### src/rtl/muldiv_unit.sv
// Iterative MULT/MULTU/DIV/DIVU unit with HI/LO result registers.
// One result bit per RUN cycle, sign fix-up and write-back in a FIX cycle.
//
// state | meaning
// IDLE  | ready for an operation; MTHI/MTLO direct writes allowed
// RUN   | one shift-add or restoring-divide step per cycle, WIDTH cycles
// FIX   | sign correction, HI/LO write-back, done pulse
module muldiv_unit #(
  parameter int WIDTH = 32,
  parameter int CNT_W = $clog2(WIDTH) + 1
) (
  input  logic             clk_i,
  input  logic             rst_i,
  input  logic             valid_i,
  output logic             ready_o,
  input  logic [1:0]       op_i,
  input  logic [WIDTH-1:0] a_i,
  input  logic [WIDTH-1:0] b_i,
  input  logic             hi_we_i,
  input  logic             lo_we_i,
  input  logic [WIDTH-1:0] wdata_i,
  input  logic             flush_i,
  output logic             busy_o,
  output logic             done_o,
  output logic [WIDTH-1:0] hi_o,
  output logic [WIDTH-1:0] lo_o
);

  typedef enum logic [1:0] {IDLE, RUN, FIX} state_t;

  state_t                 state_q, state_d;
  logic [CNT_W-1:0]       cnt_q, cnt_d;
  logic [1:0]             op_q, op_d;
  logic                   sign_a_q, sign_a_d;
  logic                   sign_b_q, sign_b_d;
  logic [WIDTH-1:0]       a_mag_q, a_mag_d;
  logic [WIDTH-1:0]       b_mag_q, b_mag_d;
  logic [2*WIDTH-1:0]     acc_q, acc_d;
  logic [WIDTH-1:0]       rem_q, rem_d;
  logic [WIDTH-1:0]       hi_q, hi_d;
  logic [WIDTH-1:0]       lo_q, lo_d;
  logic                   done_q, done_d;

  logic [WIDTH-1:0]       a_mag_in, b_mag_in;
  logic [WIDTH:0]         msum;
  logic [WIDTH:0]         rem_sh;
  logic                   q_bit;
  logic [WIDTH-1:0]       rem_next;
  logic [2*WIDTH-1:0]     prod_fix;
  logic [WIDTH-1:0]       quo_fix, rem_fix;
  logic                   neg_res;

  assign ready_o = (state_q == IDLE);
  assign busy_o  = ~ready_o;
  assign done_o  = done_q;
  assign hi_o    = hi_q;
  assign lo_o    = lo_q;

  always_comb begin
    a_mag_in = (op_i[0] && a_i[WIDTH-1]) ? -a_i : a_i;
    b_mag_in = (op_i[0] && b_i[WIDTH-1]) ? -b_i : b_i;

    // Multiply: accumulator is {partial product, remaining multiplier bits}.
    msum = {1'b0, acc_q[2*WIDTH-1:WIDTH]} + (acc_q[0] ? {1'b0, a_mag_q} : '0);

    // Divide: low half of acc shifts the dividend out and the quotient in.
    rem_sh   = {rem_q, acc_q[WIDTH-1]};
    q_bit    = (rem_sh >= {1'b0, b_mag_q});
    rem_next = q_bit ? WIDTH'(rem_sh - {1'b0, b_mag_q}) : rem_sh[WIDTH-1:0];

    neg_res  = op_q[0] && (sign_a_q ^ sign_b_q);
    prod_fix = neg_res ? -acc_q : acc_q;
    quo_fix  = neg_res ? -acc_q[WIDTH-1:0] : acc_q[WIDTH-1:0];
    rem_fix  = (op_q[0] && sign_a_q) ? -rem_q : rem_q;
    if (b_mag_q == '0) quo_fix = '1;
  end

  always_comb begin
    state_d  = state_q;
    cnt_d    = cnt_q;
    op_d     = op_q;
    sign_a_d = sign_a_q;
    sign_b_d = sign_b_q;
    a_mag_d  = a_mag_q;
    b_mag_d  = b_mag_q;
    acc_d    = acc_q;
    rem_d    = rem_q;
    hi_d     = hi_q;
    lo_d     = lo_q;
    done_d   = 1'b0;

    case (state_q)
      IDLE: begin
        if (hi_we_i) hi_d = wdata_i;
        if (lo_we_i) lo_d = wdata_i;
        if (valid_i && !flush_i) begin
          state_d  = RUN;
          cnt_d    = '0;
          op_d     = op_i;
          sign_a_d = op_i[0] & a_i[WIDTH-1];
          sign_b_d = op_i[0] & b_i[WIDTH-1];
          a_mag_d  = a_mag_in;
          b_mag_d  = b_mag_in;
          rem_d    = '0;
          acc_d    = op_i[1] ? {{WIDTH{1'b0}}, a_mag_in} : {{WIDTH{1'b0}}, b_mag_in};
        end
      end
      RUN: begin
        if (flush_i) begin
          state_d = IDLE;
        end else begin
          if (op_q[1]) begin
            acc_d = {acc_q[2*WIDTH-1:WIDTH], acc_q[WIDTH-2:0], q_bit};
            rem_d = rem_next;
          end else begin
            acc_d = {msum, acc_q[WIDTH-1:1]};
          end
          cnt_d = cnt_q + CNT_W'(1);
          if (cnt_q == CNT_W'(WIDTH - 1)) state_d = FIX;
        end
      end
      FIX: begin
        state_d = IDLE;
        if (!flush_i) begin
          done_d = 1'b1;
          if (op_q[1]) begin
            hi_d = rem_fix;
            lo_d = quo_fix;
          end else begin
            hi_d = prod_fix[2*WIDTH-1:WIDTH];
            lo_d = prod_fix[WIDTH-1:0];
          end
        end
      end
      default: state_d = IDLE;
    endcase
  end

  always_ff @(posedge clk_i or negedge rst_i) begin
    if (!rst_i) begin
      state_q  <= IDLE;
      cnt_q    <= '0;
      op_q     <= '0;
      sign_a_q <= 1'b0;
      sign_b_q <= 1'b0;
      a_mag_q  <= '0;
      b_mag_q  <= '0;
      acc_q    <= '0;
      rem_q    <= '0;
      hi_q     <= '0;
      lo_q     <= '0;
      done_q   <= 1'b0;
    end else begin
      state_q  <= state_d;
      cnt_q    <= cnt_d;
      op_q     <= op_d;
      sign_a_q <= sign_a_d;
      sign_b_q <= sign_b_d;
      a_mag_q  <= a_mag_d;
      b_mag_q  <= b_mag_d;
      acc_q    <= acc_d;
      rem_q    <= rem_d;
      hi_q     <= hi_d;
      lo_q     <= lo_d;
      done_q   <= done_d;
    end
  end

endmodule

### config.mk
export PLATFORM = sky130hd
export DESIGN_NAME = muldiv_unit
export DESIGN_NICKNAME = d
export VERILOG_FILES = /design/src/rtl/muldiv_unit.sv
export SDC_FILE = /design/constraint.sdc
export NUM_CORES = 1
export LEC_CHECK = 0
export ABC_AREA = 1
export BUFFER_PORTS_ARGS = -buffer_cell sky130_fd_sc_hd__buf_2
export CORE_MARGIN = 2
export CORE_UTILIZATION = 48
export DETAILED_ROUTE_END_ITERATION = 10
export HOLD_SLACK_MARGIN = 0.02
export PLACE_DENSITY = 0.66
export SYNTH_ARGS = -nofsm -noshare
export SYNTH_HDL_FRONTEND = slang
export SYNTH_SLANG_ARGS = --single-unit
### constraint.sdc
create_clock -name clk_i -period 6.2 [get_ports clk_i]
set_input_delay 0.31 -clock clk_i [delete_from_list [all_inputs] [get_ports clk_i]]
set_output_delay 0.31 -clock clk_i [all_outputs]
set_load 0.01 [all_outputs]
==> results.rst <==
.. list-table::
   :header-rows: 1

   * - Metric
     - Value
   * - Status
     - completed
   * - Worst-path maximum fanout
     - 34
   * - Cell depth of the worst flop-to-flop path
     - 13
   * - Worst path arrival time
     - just under 4000 ps
   * - Cell at the root of the clock tree
     - sky130_fd_sc_hd__clkbuf_16
   * - Slowest library cell on the worst path
     - sky130_fd_sc_hd__dfrtp_1
   * - # placed instances
     - 3808
   * - Insertion delay of the later-clocked pin in the worst-skew pair
     - 570 ps
   * - Critical Path Source Type
     - flip-flop
   * - Sum of negative setup slack
     - 0 ps
   * - WL per Instance
     - 20.9 µm
   * - Synthesized area divided by synthesized cell count
     - 6.27 µm²
   * - Worst hold slack
     - 47.1 ps
   * - Number of warnings issued by yosys
     - 0
   * - CTS Buf Count
     - 28
   * - Largest cells by area after synthesis
     - sky130_fd_sc_hd__dfrtp_1 30%, sky130_fd_sc_hd__nand2_1 15%, sky130_fd_sc_hd__nor2_1 9.6%, sky130_fd_sc_hd__nand3_1 7.4%, sky130_fd_sc_hd__inv_1 6.0%
   * - Clock tree skew after final layout
     - 12.3 ps
   * - Vertical die dimension
     - 208 µm
   * - Area of the multi-input gates
     - 12300 µm²
   * - Setup slack of the worst register-to-register path
     - 2740 ps
   * - Crit path launch
     - acc_q[0]
   * - Unrepaired setup endpoints after global routing
     - no
   * - Residual overflow from global routing
     - 0
   * - Antenna violations before repair
     - 0
   * - Total number of clock tree sinks
     - 237
   * - Total inserted antenna cells
     - 0
   * - Synth async-reset ratio
     - 1.00
   * - Worst min-delay path category
     - in -> reg
   * - Number of H-tree levels
     - 1
   * - Cells after Synth
     - 3199
   * - Post-CTS resize count
     - 0
   * - Worst Slack Setup Final
     - roughly 2700 ps
   * - Static Leakage
     - between 10 and 15 nW
   * - Clock tree from TritonCTS
     - built
   * - Register Area
     - 5930 µm²
   * - Post-route cell area
     - 22200 µm²
   * - Peak clock frequency supported by timing
     - 289 MHz
   * - First-iteration detailed-routing DRC count
     - 2322
   * - Number of input and output port buffers inserted
     - 170
   * - First-pass GRT wire length
     - 122000 µm
   * - Count of state elements after synthesis
     - 237
   * - Biggest cell delay along the critical path
     - 1140 ps
   * - Number of standard cells in the final layout excluding fillers
     - a little under 4k
   * - Crit path capture
     - acc_q[61]
   * - Critical R2R Capture
     - acc_q[61]
   * - Category of the most critical setup path
     - reg -> reg
   * - Clock transition at the register clock pins on the worst setup and hold paths after CTS
     - 60 ps
   * - Ports
     - 171
   * - Synthesized net count
     - around 3.4k
   * - Remaining number of nets flagged by the antenna check after routing
     - 0
   * - Post-synth top flop
     - sky130_fd_sc_hd__dfrtp_1
   * - Number of nets in the layout
     - 3482
   * - Worst r2r src
     - acc_q[0]
   * - Endpoint type of the worst setup path
     - flip-flop
   * - Post-layout minimum cycle time
     - 3460 ps
   * - Remaining design rule violation count
     - 0
   * - VDD IR-drop max
     - 0.237 mV
   * - Final Hold Viols
     - 0
   * - Post-synthesis cell type with the largest combined area
     - sky130_fd_sc_hd__dfrtp_1
   * - EDFF count, synth
     - 0
   * - Total number of placement rows
     - 74
   * - Chip width
     - 208 µm
   * - Cell chain of the critical path
     - nand2_1 > inv_1 > ha_1 > inv_1 > fa_1 > nor3_1 > nor2_1 > o21ai_0 > nand2_1 > o21ai_1 > nand2_1 > nand2_1 > o21ai_1
   * - Starting density of the core
     - 0.489
   * - Most used standard cell by instance count after synthesis
     - sky130_fd_sc_hd__nand2_1
   * - Worst rel slew slack
     - 0.183
   * - Total Die Area
     - 43400 µm²
   * - Number of detailed-routing iterations run before antenna repair
     - 6
   * - Avg Vias per Cell
     - about 5.8
   * - Sequential share of the synthesized area
     - 0.296
   * - Routed vias
     - between 20k and 25k
   * - Final cycle utilization of the critical path
     - 0.558
   * - Number of global-route vias before repair
     - 20.8k
   * - Required time at the endpoint of the critical path
     - 6650 ps
   * - Total of fill cells in the finished design
     - around 4.2k
   * - Fraction of post-synthesis cell area in the top cell type by area
     - 0.296
   * - Largest net degree at the start of global routing
     - 167
   * - Maximum number of buffers from clock root to sink
     - 3
   * - Fraction of layout cells with a size suffix above 1
     - 0.101
   * - Transition time of the tightest slew-check pin
     - about 1200 ps
   * - Power density cells
     - 327 nW/µm²
   * - GRT Resource Usage Total
     - 0.364
   * - Max-cap check violation count
     - 0
   * - Worst slack at placement
     - 2770 ps
   * - Distinct cell type count after synthesis
     - 53
   * - Number of buffers inserted to repair setup after CTS
     - 0
   * - Dpl hpwl
     - 64600 µm
   * - Summed instance area of the synthesized netlist
     - 20100 µm²
   * - Setup-violating endpoint count in the final report
     - 0
   * - Final WL
     - 80600 µm
   * - Leading cell types by count after synthesis
     - 815 x sky130_fd_sc_hd__nand2_1, 512 x sky130_fd_sc_hd__nor2_1, 319 x sky130_fd_sc_hd__inv_1
   * - Cell type with the highest occurrence count on the critical path
     - sky130_fd_sc_hd__nand2_1
   * - Core region area
     - 41000 µm²
   * - Number of slew-limit violations in the final report
     - 0
   * - Final weighted congestion of routability-driven global placement
     - 1.03
   * - Total cell area at the placement stage
     - around 21000 µm²
   * - Relative area change from synthesis to final layout
     - 10.6%
## final cells by class
class	count	area share
tap	532	0.0300
clock inverter	13	0.00671
clock buffer	37	0.0368
sequential	237	0.267
timing repair buffer	187	0.0452
inverter	337	0.0571
multi-input combinational	2516	0.557
## metal layers
metal,vias up,part of all wire,global-route usage
met1,10500,0.43,0.515
li1,10700,-,-
met4,0,0.048,0.150
met3,166,0.080,0.0460
met5,-,0,0
met2,1012,0.44,0.562
## placed cells by master, fill, tap and decap left out, drive strengths merged, types with 8 or more instances in the layout
| cell | synthesis | routed |
|---|---|---|
| clkbuf | 57 | 37 |
| ha | 69 | 69 |
| a221oi | 30 | 30 |
| o22ai | 9 | 9 |
| a31oi | 28 | 28 |
| inv | 335 | 335 |
| xor2 | 32 | 32 |
| o21ai | 246 | 246 |
| o21bai | 8 | 8 |
| nor2 | 539 | 539 |
| nor3 | 34 | 34 |
| nand4 | 31 | 31 |
| nor4 | 8 | 8 |
| or2 | 19 | 19 |
| nand2 | 831 | 831 |
| xnor2 | 23 | 23 |
| nand3b | 17 | 17 |
| clkinv | 2 | 10 |
| o211ai | 18 | 18 |
| dfrtp | 237 | 237 |
| a21oi | 241 | 241 |
| nand3 | 310 | 310 |
| buf | 52 | 186 |
## how the worst min path moves through the flow
stage / start / end / slack, ps / depth (start not counted)
global placement: rst_i / rem_q[31] / 310 / 1
floorplan: rst_i / a_mag_q[0] / 10 / 0
detailed placement: rst_i / rem_q[30] / 320 / 1
finish: b_i[27] / b_mag_q[27] / 50 / 3
CTS: b_i[27] / b_mag_q[27] / 30 / 3
global route: op_i[0] / op_q[0] / 50 / 3
## metrics by stage
stage               utilization  power, W
CTS                       0.541   0.00717
floorplan                     -   0.00424
global route              0.541   0.00766
finish                    0.541   0.00726
detailed placement        0.517   0.00541
global placement          0.517   0.00539
## worst max-delay path: cells and delay by family, from the launching register on
| kind | cells | cell delay [ps] |
|---|---|---|
| adder cells (fa/ha/maj) | 2 | 580 |
| AO/OA/AOI/OAI | 3 | 590 |
| buffers and inverters | 2 | 160 |
| AND/OR/NAND/NOR | 6 | 850 |
| flip-flops | 1 | 1140 |
## timing repair
| item | in CTS | in global routing |
|---|---|---|
| hold buffers | 1 | 0 |
| endpoints found under the setup margin | 0 | 0 |
| hold endpoints to repair | 71 | 0 |
## cells by family after synthesis
family                   synth area share
flip-flops                          0.296
XOR/XNOR                           0.0240
adder cells (fa/ha/maj)            0.0450
AO/OA/AOI/OAI                       0.166
buffers and inverters              0.0895
AND/OR/NAND/NOR                     0.380
## report_power, final
part	internal, W	leakage [nW]	switching (W)
clock	0.00104	0.477	0.000712
sequential	0.00185	2.87	0.000524
combinational	0.000981	7.53	0.00215
## registers in the layout (all words and copies together) (netlist names), 6 cells and up
name	count
lo_o	32
rem_q	32
acc_q	64
hi_o	32
cnt_q	6
a_mag_q	32
b_mag_q	32
Power figures use the tool's default switching activity.
